--- config.mk ---
export PLATFORM = sky130hd
export DESIGN_NAME = apb_arb_master
export DESIGN_NICKNAME = d
export VERILOG_FILES = /design/src/rtl/apb_arb_pkg.sv /design/src/rtl/apb_arb_master_rr_arb2.sv /design/src/rtl/apb_arb_master.sv
export SDC_FILE = /design/constraint.sdc
export NUM_CORES = 1
export LEC_CHECK = 0
export CORE_MARGIN = 8
export CORE_UTILIZATION = 39
export CTS_CLUSTER_DIAMETER = 120
export DETAILED_ROUTE_END_ITERATION = 7
export PLACE_DENSITY = 0.86
export REMOVE_ABC_BUFFERS = 1
export SLEW_MARGIN = 20
export SYNTH_ARGS = -nofsm -noshare
export SYNTH_HDL_FRONTEND = slang
export SYNTH_SLANG_ARGS = --single-unit
--- constraint.sdc ---
create_clock -name Pclk -period 2.97 [get_ports Pclk]
set_input_delay 0.594 -clock Pclk [delete_from_list [all_inputs] [get_ports Pclk]]
set_output_delay 0.594 -clock Pclk [all_outputs]
set_load 0.01 [all_outputs]
--- src/rtl/apb_arb_pkg.sv ---
// apb_arb_pkg: FSM state encoding, default sizing and grant helper
// shared by apb_arb_master and its round-robin arbiter.
package apb_arb_pkg;

  localparam int DEF_ADDR_W    = 6;
  localparam int DEF_DATA_W    = 32;
  localparam int DEF_TO_CYCLES = 16;

  typedef enum logic [1:0] {
    ST_IDLE     = 2'd0,
    ST_SETUP    = 2'd1,
    ST_ACCESS   = 2'd2,
    ST_COMPLETE = 2'd3
  } apb_state_t;

  // Expand a requester index into its one-hot done/grant vector.
  function automatic logic [1:0] grant_onehot(input logic grant_idx);
    grant_onehot = grant_idx ? 2'b10 : 2'b01;
  endfunction

endpackage

--- src/rtl/apb_arb_master_rr_arb2.sv ---
// rr_arb2: two-way round-robin grant selection. A lone requester always
// wins; on a tie the requester that was not served last time wins.
module rr_arb2 (
  input  logic [1:0] i_req,
  input  logic       i_last,
  output logic       o_grant
);

  // Select the grant index from the request vector and last-grant pointer.
  always_comb begin
    o_grant = 1'b0;
    case (i_req)
      2'b01:   o_grant = 1'b0;
      2'b10:   o_grant = 1'b1;
      2'b11:   o_grant = ~i_last;
      default: o_grant = ~i_last;
    endcase
  end

endmodule

--- src/rtl/apb_arb_master.sv ---
// apb_arb_master: two-requester APB master with round-robin arbitration.
// One transfer at a time walks IDLE -> SETUP -> ACCESS -> COMPLETE.
// Optional macro APB_TIMEOUT_EN bounds the ACCESS wait states to
// TO_CYCLES, ending the transfer with err=1 and rdata=0.
module apb_arb_master
  import apb_arb_pkg::*;
#(
  parameter int ADDR_W    = DEF_ADDR_W,
  parameter int DATA_W    = DEF_DATA_W,
  parameter int TO_CYCLES = DEF_TO_CYCLES
) (
  input  logic              Pclk,
  input  logic              Prst,
  input  logic [1:0]        req,
  input  logic [1:0]        wr,
  input  logic [ADDR_W-1:0] addr0,
  input  logic [ADDR_W-1:0] addr1,
  input  logic [DATA_W-1:0] wdata0,
  input  logic [DATA_W-1:0] wdata1,
  output logic [1:0]        done,
  output logic [DATA_W-1:0] rdata,
  output logic              err,
  output logic [ADDR_W-1:0] Paddr,
  output logic              Pselx,
  output logic              Penable,
  output logic              Pwrite,
  output logic [DATA_W-1:0] Pwdata,
  input  logic              Pready,
  input  logic              Pslverr,
  input  logic [DATA_W-1:0] Prdata
);

  apb_state_t        r_state;
  apb_state_t        w_state_nxt;
  logic              r_last;
  logic              r_grant;
  logic              w_grant;
  logic              w_start;
  logic              w_to_hit;
  logic [1:0]        r_done;
  logic [DATA_W-1:0] r_rdata;
  logic              r_err;
  logic [ADDR_W-1:0] r_paddr;
  logic              r_psel;
  logic              r_penable;
  logic              r_pwrite;
  logic [DATA_W-1:0] r_pwdata;

  rr_arb2 u_rr_arb2 (
    .i_req   (req),
    .i_last  (r_last),
    .o_grant (w_grant)
  );

  assign w_start = (r_state == ST_IDLE) && (|req);

`ifdef APB_TIMEOUT_EN
  localparam int TO_W = (TO_CYCLES > 1) ? $clog2(TO_CYCLES) : 1;

  logic [TO_W-1:0] r_to_cnt;

  // Count consecutive unready ACCESS cycles; restart on every new transfer.
  always_ff @(posedge Pclk or posedge Prst) begin
    if (Prst) begin
      r_to_cnt <= '0;
    end else if (w_start) begin
      r_to_cnt <= '0;
    end else if ((r_state == ST_ACCESS) && !Pready) begin
      r_to_cnt <= r_to_cnt + TO_W'(1);
    end else begin
      r_to_cnt <= r_to_cnt;
    end
  end

  assign w_to_hit = (r_state == ST_ACCESS) && !Pready &&
                    (r_to_cnt == TO_W'(TO_CYCLES - 1));
`else
  // Timeout disabled: never fires (keeps TO_CYCLES referenced in this build).
  assign w_to_hit = 1'b0 & (TO_CYCLES == 0);
`endif

  // FSM state register.
  always_ff @(posedge Pclk or posedge Prst) begin
    if (Prst) begin
      r_state <= ST_IDLE;
    end else begin
      r_state <= w_state_nxt;
    end
  end

  // Next-state decode.
  always_comb begin
    w_state_nxt = r_state;
    case (r_state)
      ST_IDLE: begin
        if (|req) w_state_nxt = ST_SETUP;
        else      w_state_nxt = ST_IDLE;
      end
      ST_SETUP:  w_state_nxt = ST_ACCESS;
      ST_ACCESS: begin
        if (Pready || w_to_hit) w_state_nxt = ST_COMPLETE;
        else                    w_state_nxt = ST_ACCESS;
      end
      ST_COMPLETE: w_state_nxt = ST_IDLE;
      default:     w_state_nxt = ST_IDLE;
    endcase
  end

  // Grant/latch request fields, capture the response and register APB controls.
  always_ff @(posedge Pclk or posedge Prst) begin
    if (Prst) begin
      r_last    <= 1'b1;
      r_grant   <= 1'b0;
      r_done    <= 2'b00;
      r_rdata   <= '0;
      r_err     <= 1'b0;
      r_paddr   <= '0;
      r_psel    <= 1'b0;
      r_penable <= 1'b0;
      r_pwrite  <= 1'b0;
      r_pwdata  <= '0;
    end else begin
      case (r_state)
        ST_IDLE: begin
          if (|req) begin
            r_grant  <= w_grant;
            r_last   <= w_grant;
            r_pwrite <= wr[w_grant];
            r_paddr  <= w_grant ? addr1 : addr0;
            r_pwdata <= w_grant ? wdata1 : wdata0;
          end else begin
            r_grant  <= r_grant;
          end
        end
        ST_ACCESS: begin
          if (Pready) begin
            r_err <= Pslverr;
            if (!r_pwrite) r_rdata <= Prdata;
            else           r_rdata <= r_rdata;
          end else if (w_to_hit) begin
            r_err   <= 1'b1;
            r_rdata <= '0;
          end else begin
            r_err   <= r_err;
          end
        end
        default: begin
          r_grant <= r_grant;
        end
      endcase
      r_psel    <= (w_state_nxt == ST_SETUP) || (w_state_nxt == ST_ACCESS);
      r_penable <= (w_state_nxt == ST_ACCESS);
      r_done    <= (w_state_nxt == ST_COMPLETE) ? grant_onehot(r_grant) : 2'b00;
    end
  end

  assign done    = r_done;
  assign rdata   = r_rdata;
  assign err     = r_err;
  assign Paddr   = r_paddr;
  assign Pselx   = r_psel;
  assign Penable = r_penable;
  assign Pwrite  = r_pwrite;
  assign Pwdata  = r_pwdata;

endmodule

### Word-level counts from Yosys, hierarchy flattened

Cells that the tools add are included.
Widths: inputs -> output; s select.

* bits in registers: 80
* bits in latches: 0
* bits in writable memories: 0
* bits in read-only memories: 0
* output and inout port bits: 76
* memories: 0

* add/sub/neg operators: 0
* $mul: 0
* divide/modulo/power cells: 0
* order comparisons: 1
* eq/ne operators: 8
* shifts and indexed selects: 0
* mux-type cells: 10
* bitwise gates (word level): 2
* reductions and logical operators: 6

Operators with widths (number)
* $mux 32: 1
* $eq 2x2->1 const B: 5
* $pmux 2 s4: 1
* $eq 2x1->1 const B: 3
* $mux 6: 1
* $mux 1: 4
* $mux 2: 2
* $reduce_and 2->1: 2
* $reduce_and 3->1: 1
* $logic_not 2->1: 1
* $lt 1x2->1 const B: 1
* $not 1->1: 2
* $pmux 1 s2: 1
* $reduce_or 2->1: 1
* $logic_or 1x1->1: 1

### Depth between registers and ports, before layout

Gate-level depths: netlist (run 1).

* depth in word-level cells: 5
* depth in mapped cells: 7
* gate-level depth less buffers: 5

### Cells and area by module

Synthesis (run 1) repeated with hierarchy kept, for this count alone.

* cells, all modules: 270
* area total of the unflattened synthesis: 3487.1 um^2

By module, submodules not included
* apb_arb_master: times used 1, cells an instance 266, area each 3457.1 um^2, seq. area each 2003.2 um^2
* rr_arb2: times used 1, cells an instance 4, area each 30.0 um^2, seq. area each 0.0 um^2

### Least setup slack after synthesis (run 1)

OpenSTA, ideal clock, no wires.

* path type: input -> register
* from: input port req[0]
* to: register r_pwdata[10], in the netlist Pwdata[10]
* setup time: 0.130 ns
* data arrival time: 1.598 ns
* required time: 2.840 ns
* path slack: 1.243 ns
* stages on the path: 7
* path buffers: 2
* cell sequence: inv_1 ha_1 or2_1 buf_4 buf_6 nand3_1 a31oi_1

* word-level cells in the longest chain between the ends: 3

RTL lines
* from (decl): RTL line apb_arb_master.sv:14 `input logic [1:0] req,`
* $eq 2x2->1 / $eq 2x1->1 (equally long branches): RTL line apb_arb_master_rr_arb2.sv:12 `case (i_req)`
* $pmux 1 s2: RTL line apb_arb_master_rr_arb2.sv:12
* $mux 32: RTL line apb_arb_master.sv:130 `r_pwdata <= w_grant ? wdata1 : wdata0;`
* to (signal assigned): RTL line apb_arb_master.sv:130
* to (decl): RTL line apb_arb_master.sv:47 `logic [DATA_W-1:0] r_pwdata;`

Parallel ways exist; a longest one is shown, timed or not.
A chain may end at the register's enable or synchronous reset.

### Worst setup path in the final report (run 1)

* from: input port req[0]
* to: register r_pwdata[8], in the netlist Pwdata[8]

Same word-level chain as after synthesis.

==> impl_results.md, run 1 <==
* DRC at 0
* Routed vias at 3185
* Initial Util at 0.3933
* Max Cap Viol at 0
* DR vias/cell at 5.121
* Hold Vio Cnt, Final at 0
* FILL cells at 741
* Critical Path Start Type: input port
* Clk Latency, worst-skew pair at 340 ps
* Relative slew slack at 0.5647
* Top cells by area, synth: dfrtp_1 56%, mux2_2 9.5%, a31oi_1 6.9%
* Required @ worst endpoint at 3220 ps
* Fin nets at 628
* CP Max Fanout at 38
* Bufs and invs on worst path at 3
* DIE WIDTH at 111.4 um
* Initial antenna violation count at 0
* GR Overflow Total at 0
* Max IR drop VDD at 385.1 uV
* Worst min path class: reg -> reg
* Worst-path clk slew at 80 ps
* Power Dens Cells at 977.3 nW/um^2
* Tcrit/Tclk final at 0.7117
* Clk sinks at 80
* H-tree depth at 3
* Share of layout cells above drive strength 1 at 0.1135
* Crit-path cells: clkdlybuf4s50_1 > inv_1 > ha_1 > or2_1 > buf_4 > nand3_1 > a31oi_1
* DRT Pass-1 Iters at 4
* WL/cell at 17.45 um
* Number of global-route vias before repair at 3424
* Most common cell after layout, fill and taps aside: clkdlybuf4s50_1
* Core footprint at 9021 sq um
* HPWL after detailed placement at 8243 um
* WS Path Type: in -> reg
* Worst slew pin tran at 652.2 ps
* Largest net degree at the start of global routing at 67
* Max clock buf depth at 2
* First-pass GRT wire length at 17560 um
* Placed Area at 5500 sq um
* Post-route ant nets at 0
* CTS Root Cell: clkbuf_8
* GPL Wtd Cong at 0.8078
* Global-route usage over all layers at 0.1730
* Sequential-to-total area share from yosys stat at 0.5645
* Lkg Pwr at 2.370 nW
* Ys Warns at 0
* Max Fclk at 473.1 MHz
* Number of diodes at 0
* CP max stage cell: clkdlybuf4s50_1
* Hold buffers post-CTS at 0
* I/O pin cnt at 192
* Final setup vio count at 0
* Worst hold slack at 462.0 ps
* Yosys top cell area share at 0.5571
* Max stage delay on crit path at 470 ps
* Synthesized area at 3548 sq um
* Syn Inst Count at 326
* RSZ-0062 raised after global routing: no
* Arrival @ worst endpoint at 2360 ps
* Slew Viols, Final at 0
* CTS tree: yes
* Port Buffers at 191
* Worst Setup End Kind: register
* Crit path time final at 2114 ps
* Die Ht at 111.4 um
* Commonest non-fill, non-tap cells in the layout: 191 x clkdlybuf4s50_1, 79 x dfrtp_1, 43 x nor2_1
* Register bit total from synthesis at 80
* Iteration-0 DRC count of the detailed router at 136
* Die area at 12410 sq um
* Final WL at 10850 um
* Synth cell types at 27
* Fin area at 5743 sq um
* Outcome: complete, no violations
* Power after layout at 0.005613 W
* Std cell rows at 35
* Post-CTS Setup Bufs at 0
* Post-synth top area cell: dfrtp_1
* Area growth syn-to-layout at 61.85%
* Synthesized area per cell at 10.88 sq um
* CTS buffer count at 9
* Crit path max-delay family: buffers and inverters
* Layout Skew at 11.70 ps
* Post-cts resize count at 0
-- cell type report --
type                    count  area [sq um]  share of cell area
clock buffers              10         127.6             0.02222
clock inverters             6         115.1             0.02004
flip-flops and latches     80          2003              0.3488
inverters                   6         23.77            0.004139
multi-input cells         212          1353              0.2355
repair buffers            197          1982              0.3451
well taps                 111         138.9             0.02418
-- state kept, by name (all words and copies together) (netlist names), 2 cells and up --
signal   cells
Paddr        6
Pwdata      32
rdata       32
done         2
r_state      2
-- worst paths after layout --
| check | startpoint | end | slack [ps] | depth (start not counted) |
|---|---|---|---|---|
| worst min register to register | r_grant | done[0] | 460 | 1 |
| worst max-delay path | req[0] | Pwdata[8] | 860 | 7 |
| min in group asynchronous | Prst | Pwdata[3] | 630 | 2 |
| worst max register to register | r_state[0] | Paddr[0] | 1240 | 6 |
| worst min-delay path | r_grant | done[0] | 460 | 1 |
| max in group asynchronous | Prst | r_last | 1640 | 3 |
-- Yosys cell counts --
cell,count
and3_1,1
mux2i_1,1
inv_1,6
nand3_1,39
or2_1,1
buf_6,3
o21bai_1,1
and2_1,1
mux2_2,30
ha_1,6
nand3b_4,1
clkbuf_1,2
mux2_1,1
o21ai_0,39
nand2_1,2
nor2b_1,1
clkbuf_2,4
a21oi_1,2
buf_2,12
mux2_4,2
clkbuf_8,1
buf_4,6
dfstp_2,1
a31oi_1,39
xor2_1,1
dfrtp_1,79
nor2_1,44
-- metal layers --
metal | global-route usage | vias to the layer above | wire length, um
li1 | - | 1515 | -
met1 | 0.1936 | 1493 | 4331
met2 | 0.2849 | 168 | 5202
met3 | 0.08118 | 9 | 1218
met4 | 0.05600 | 0 | 99
met5 | 0 | - | 0
-- worst register-to-register path, delay by kind of cell (launching register included) --
family	cells	cell delay [ps]
AOI/OAI and AO/OA	1	160
buffers and inverters	2	430
DFF	1	390
and+or+nand+nor	2	490
adders and majority gates	1	190
-- report_power, final --
group	internal, W	total (W)	switching, W
combinational	0.00153	0.00270	0.00117
clock	0.000565	0.000964	0.000399
sequential	0.00165	0.00194	0.000299
-- kinds of logic after synthesis --
kind of cell / count (synthesis) / share of synthesized area
buffers and inverters: 34 / 0.05712
xor gates and xnor gates: 1 / 0.002469
AOI/OAI and AO/OA: 81 / 0.1287
adders and majority gates: 6 / 0.02116
muxes: 34 / 0.1097
DFF: 80 / 0.5645
and+or+nand+nor: 90 / 0.1164
-- stage by stage --
| step | std cells | setup WS (ps) | utilization | setup TNS (ps) |
|---|---|---|---|---|
| after global placement | 606 | 635.4 | 0.6097 | 0 |
| final | 622 | 856.4 | 0.6366 | 0 |
| after global routing | 622 | 735.0 | 0.6366 | 0 |
| after detailed placement | 606 | 506.0 | 0.6097 | 0 |
| after CTS | 622 | 889.1 | 0.6366 | 0 |
| after floorplan | 298 | -1094 | - | -39730 |
Power figures use the tool's default switching activity.
==> run 2: changes to the inputs <==
==> constraint.sdc (replaced) <==
create_clock -name Pclk -period 2 [get_ports Pclk]
set_input_delay 0.4 -clock Pclk [delete_from_list [all_inputs] [get_ports Pclk]]
set_output_delay 0.4 -clock Pclk [all_outputs]
set_load 0.01 [all_outputs]
==> run 2 against run 1 <==
Register-to-register slack got worse by 960 ps. Non-clock buffer count rose by 5. Worst setup slack got worse by 580 ps. Global-route usage rose by 0.093 points.
==> impl_results.md, run 2 (synthesized netlist as in run 1, its figures left out) <==
* Outcome: complete, no violations
* Tcrit/Tclk final at 0.8638
* Area growth syn-to-layout at 63.40%
* Final WL at 10850 um (about the same)
* CTS tree: yes
* Global-route usage over all layers at 0.1740 (+0.0009304)
* WL/cell at 17.31 um (-0.78%)
* Die area at 12410 sq um (unchanged)
* GR Overflow Total at 0 (unchanged)
* DRT Pass-1 Iters at 4 (unchanged)
* Arrival @ worst endpoint at 1970 ps (-390 ps)
* First-pass GRT wire length at 17820 um (+1.5%)
* Layout Skew at 13.79 ps (+2.099 ps)
* WS Path Type: in -> reg
* Max clock buf depth at 2 (unchanged)
* Worst reg2reg path depth at 4 (-2)
* Critical Path Start Type: input port
* DIE WIDTH at 111.4 um (unchanged)
* Bufs and invs on worst path at 3 (unchanged)
* Relative slew slack at 0.6875 (+0.1228)
* Post-route ant nets at 0 (unchanged)
* Max stage delay on crit path at 460 ps (about the same)
* Post-cts resize count at 0 (unchanged)
* Number of diodes at 0 (unchanged)
* CTS Root Cell: clkbuf_8
* Max Cap Viol at 0 (unchanged)
* Crit-path cells: clkdlybuf4s50_1 > inv_1 > ha_1 > nor2_2 > buf_12 > o21ai_0 > a31oi_1
* Critical R2R Launch: r_state[0]
* Hold Vio Cnt, Final at 0 (unchanged)
* Post-place setup slack at -85.35 ps (-591.4 ps)
* CP max stage cell: clkdlybuf4s50_1
* Worst-path clk slew at 90 ps (about the same)
* H-tree depth at 3 (unchanged)
* PnR worst setup slack at 272.5 ps (-583.9 ps)
* Lkg Pwr at 2.400 nW (+1.3%)
* Worst R2R Setup Slack at 280 ps (-960 ps)
* Largest net degree at the start of global routing at 55 (-18%)
* Crit path time final at 1728 ps
* CP Max Fanout at 40 (+5.3%)
* Final setup vio count at 0 (unchanged)
* HPWL after detailed placement at 8342 um (+1.2%)
* Max IR drop VDD at 586.9 uV (+52%)
* Clk sinks at 80 (unchanged)
* Iteration-0 DRC count of the detailed router at 114 (-16%)
* Worst R2R End: rdata[3]
* FILL cells at 715 (-3.5%)
* RSZ-0062 raised after global routing: no
* Initial Util at 0.3933 (unchanged)
* Number of global-route vias before repair at 3482 (+1.7%)
* Share of layout cells above drive strength 1 at 0.1240 (+0.01053)
* CTS buffer count at 9 (unchanged)
* Required @ worst endpoint at 2250 ps (-970 ps)
* Die Ht at 111.4 um (unchanged)
* Worst slew pin tran at 468.8 ps (-183.4 ps)
* Std cell rows at 35 (unchanged)
* Max Fclk at 578.9 MHz
* Clk Latency, worst-skew pair at 340 ps (about the same)
* I/O pin cnt at 192 (unchanged)
* DR vias/cell at 5.097 (-0.45%)
* Routed vias at 3196 (+0.35%)
* Initial antenna violation count at 0 (unchanged)
* Worst Setup End Kind: register
* Port Buffers at 191 (unchanged)
* Fin nets at 633 (+0.80%)
* DRC at 0 (unchanged)
* Post-CTS Setup Bufs at 0 (unchanged)
* Worst hold slack at 361.8 ps (-100.2 ps)
* Power Dens Cells at 1417 nW/um^2 (+45%)
* Crit path max-delay family: buffers and inverters
* Finished Core Util at 0.6427 (+0.006102)
* Commonest non-fill, non-tap cells in the layout: 191 x clkdlybuf4s50_1, 79 x dfrtp_1, 43 x nor2_1
* GPL Wtd Cong at 0.7893 (-2.3%)
* Hold buffers post-CTS at 0 (unchanged)
* Core footprint at 9021 sq um (unchanged)
* Most common cell after layout, fill and taps aside: clkdlybuf4s50_1
* Slew Viols, Final at 0 (unchanged)
* Worst min path class: in -> async
## run 2: changes by cell type in the layout (fill, tap and decap cells not counted)
cell	before	now
buf_12	2	6
bufinv_16	3	1
inv_8	0	2
buf_4	4	5
clkbuf_1	1	0
clkinv_4	0	1
## run 2: stage by stage
step                      instance area (sq um)  instances  setup TNS [ps]  total power [W]
after global routing                       5798        627               0         0.008783
after detailed placement                   5588        611           -1168         0.007073
after global placement                     5588        611          -45.91         0.006900
after CTS                                  5798        627               0         0.008350
after floorplan                            3368        298         -109100         0.004690
final                                      5798        627               0         0.008216
## run 2: worst max-delay path by stage
stage / endpoint / depth (start not counted) / slack [ps] / from
floorplan: Pselx / 5 / -1880 / r_state[0]
global placement: Pwdata[6] / 7 / -40 / req[1]
detailed placement: Pwdata[6] / 7 / -90 / req[0]
CTS: rdata[3] / 4 / 260 / r_state[0]
global route: rdata[3] / 4 / 160 / r_state[0]
finish: Pwdata[4] / 7 / 270 / req[0]
## run 2: per-layer routing
metal,share of wire,track usage,wire length (um),up-vias
li1,-,-,-,1523
met1,0.41,0.2037,4416,1489
met2,0.47,0.2722,5068,164
met3,0.10,0.07742,1138,20
met4,0.021,0.07111,231,0
met5,0,0,0,-
## run 2: final cells by class
type	instances	area [sq um]	area share
timing repair buffer	202	2069	0.3569
sequential	80	2003	0.3455
multi-input combinational	212	1353	0.2333
tap	111	138.9	0.02395
clock buffer	9	123.9	0.02136
clock inverter	7	86.33	0.01489
inverter	6	23.77	0.004100
## run 2: power by group
part / leakage (nW) / switching [W] / internal (W) / total [W]
Sequential: 0.927 / 0.000434 / 0.00244 / 0.00288
Clock: 0.104 / 0.000643 / 0.000605 / 0.00125
Combinational: 1.37 / 0.00175 / 0.00234 / 0.00409
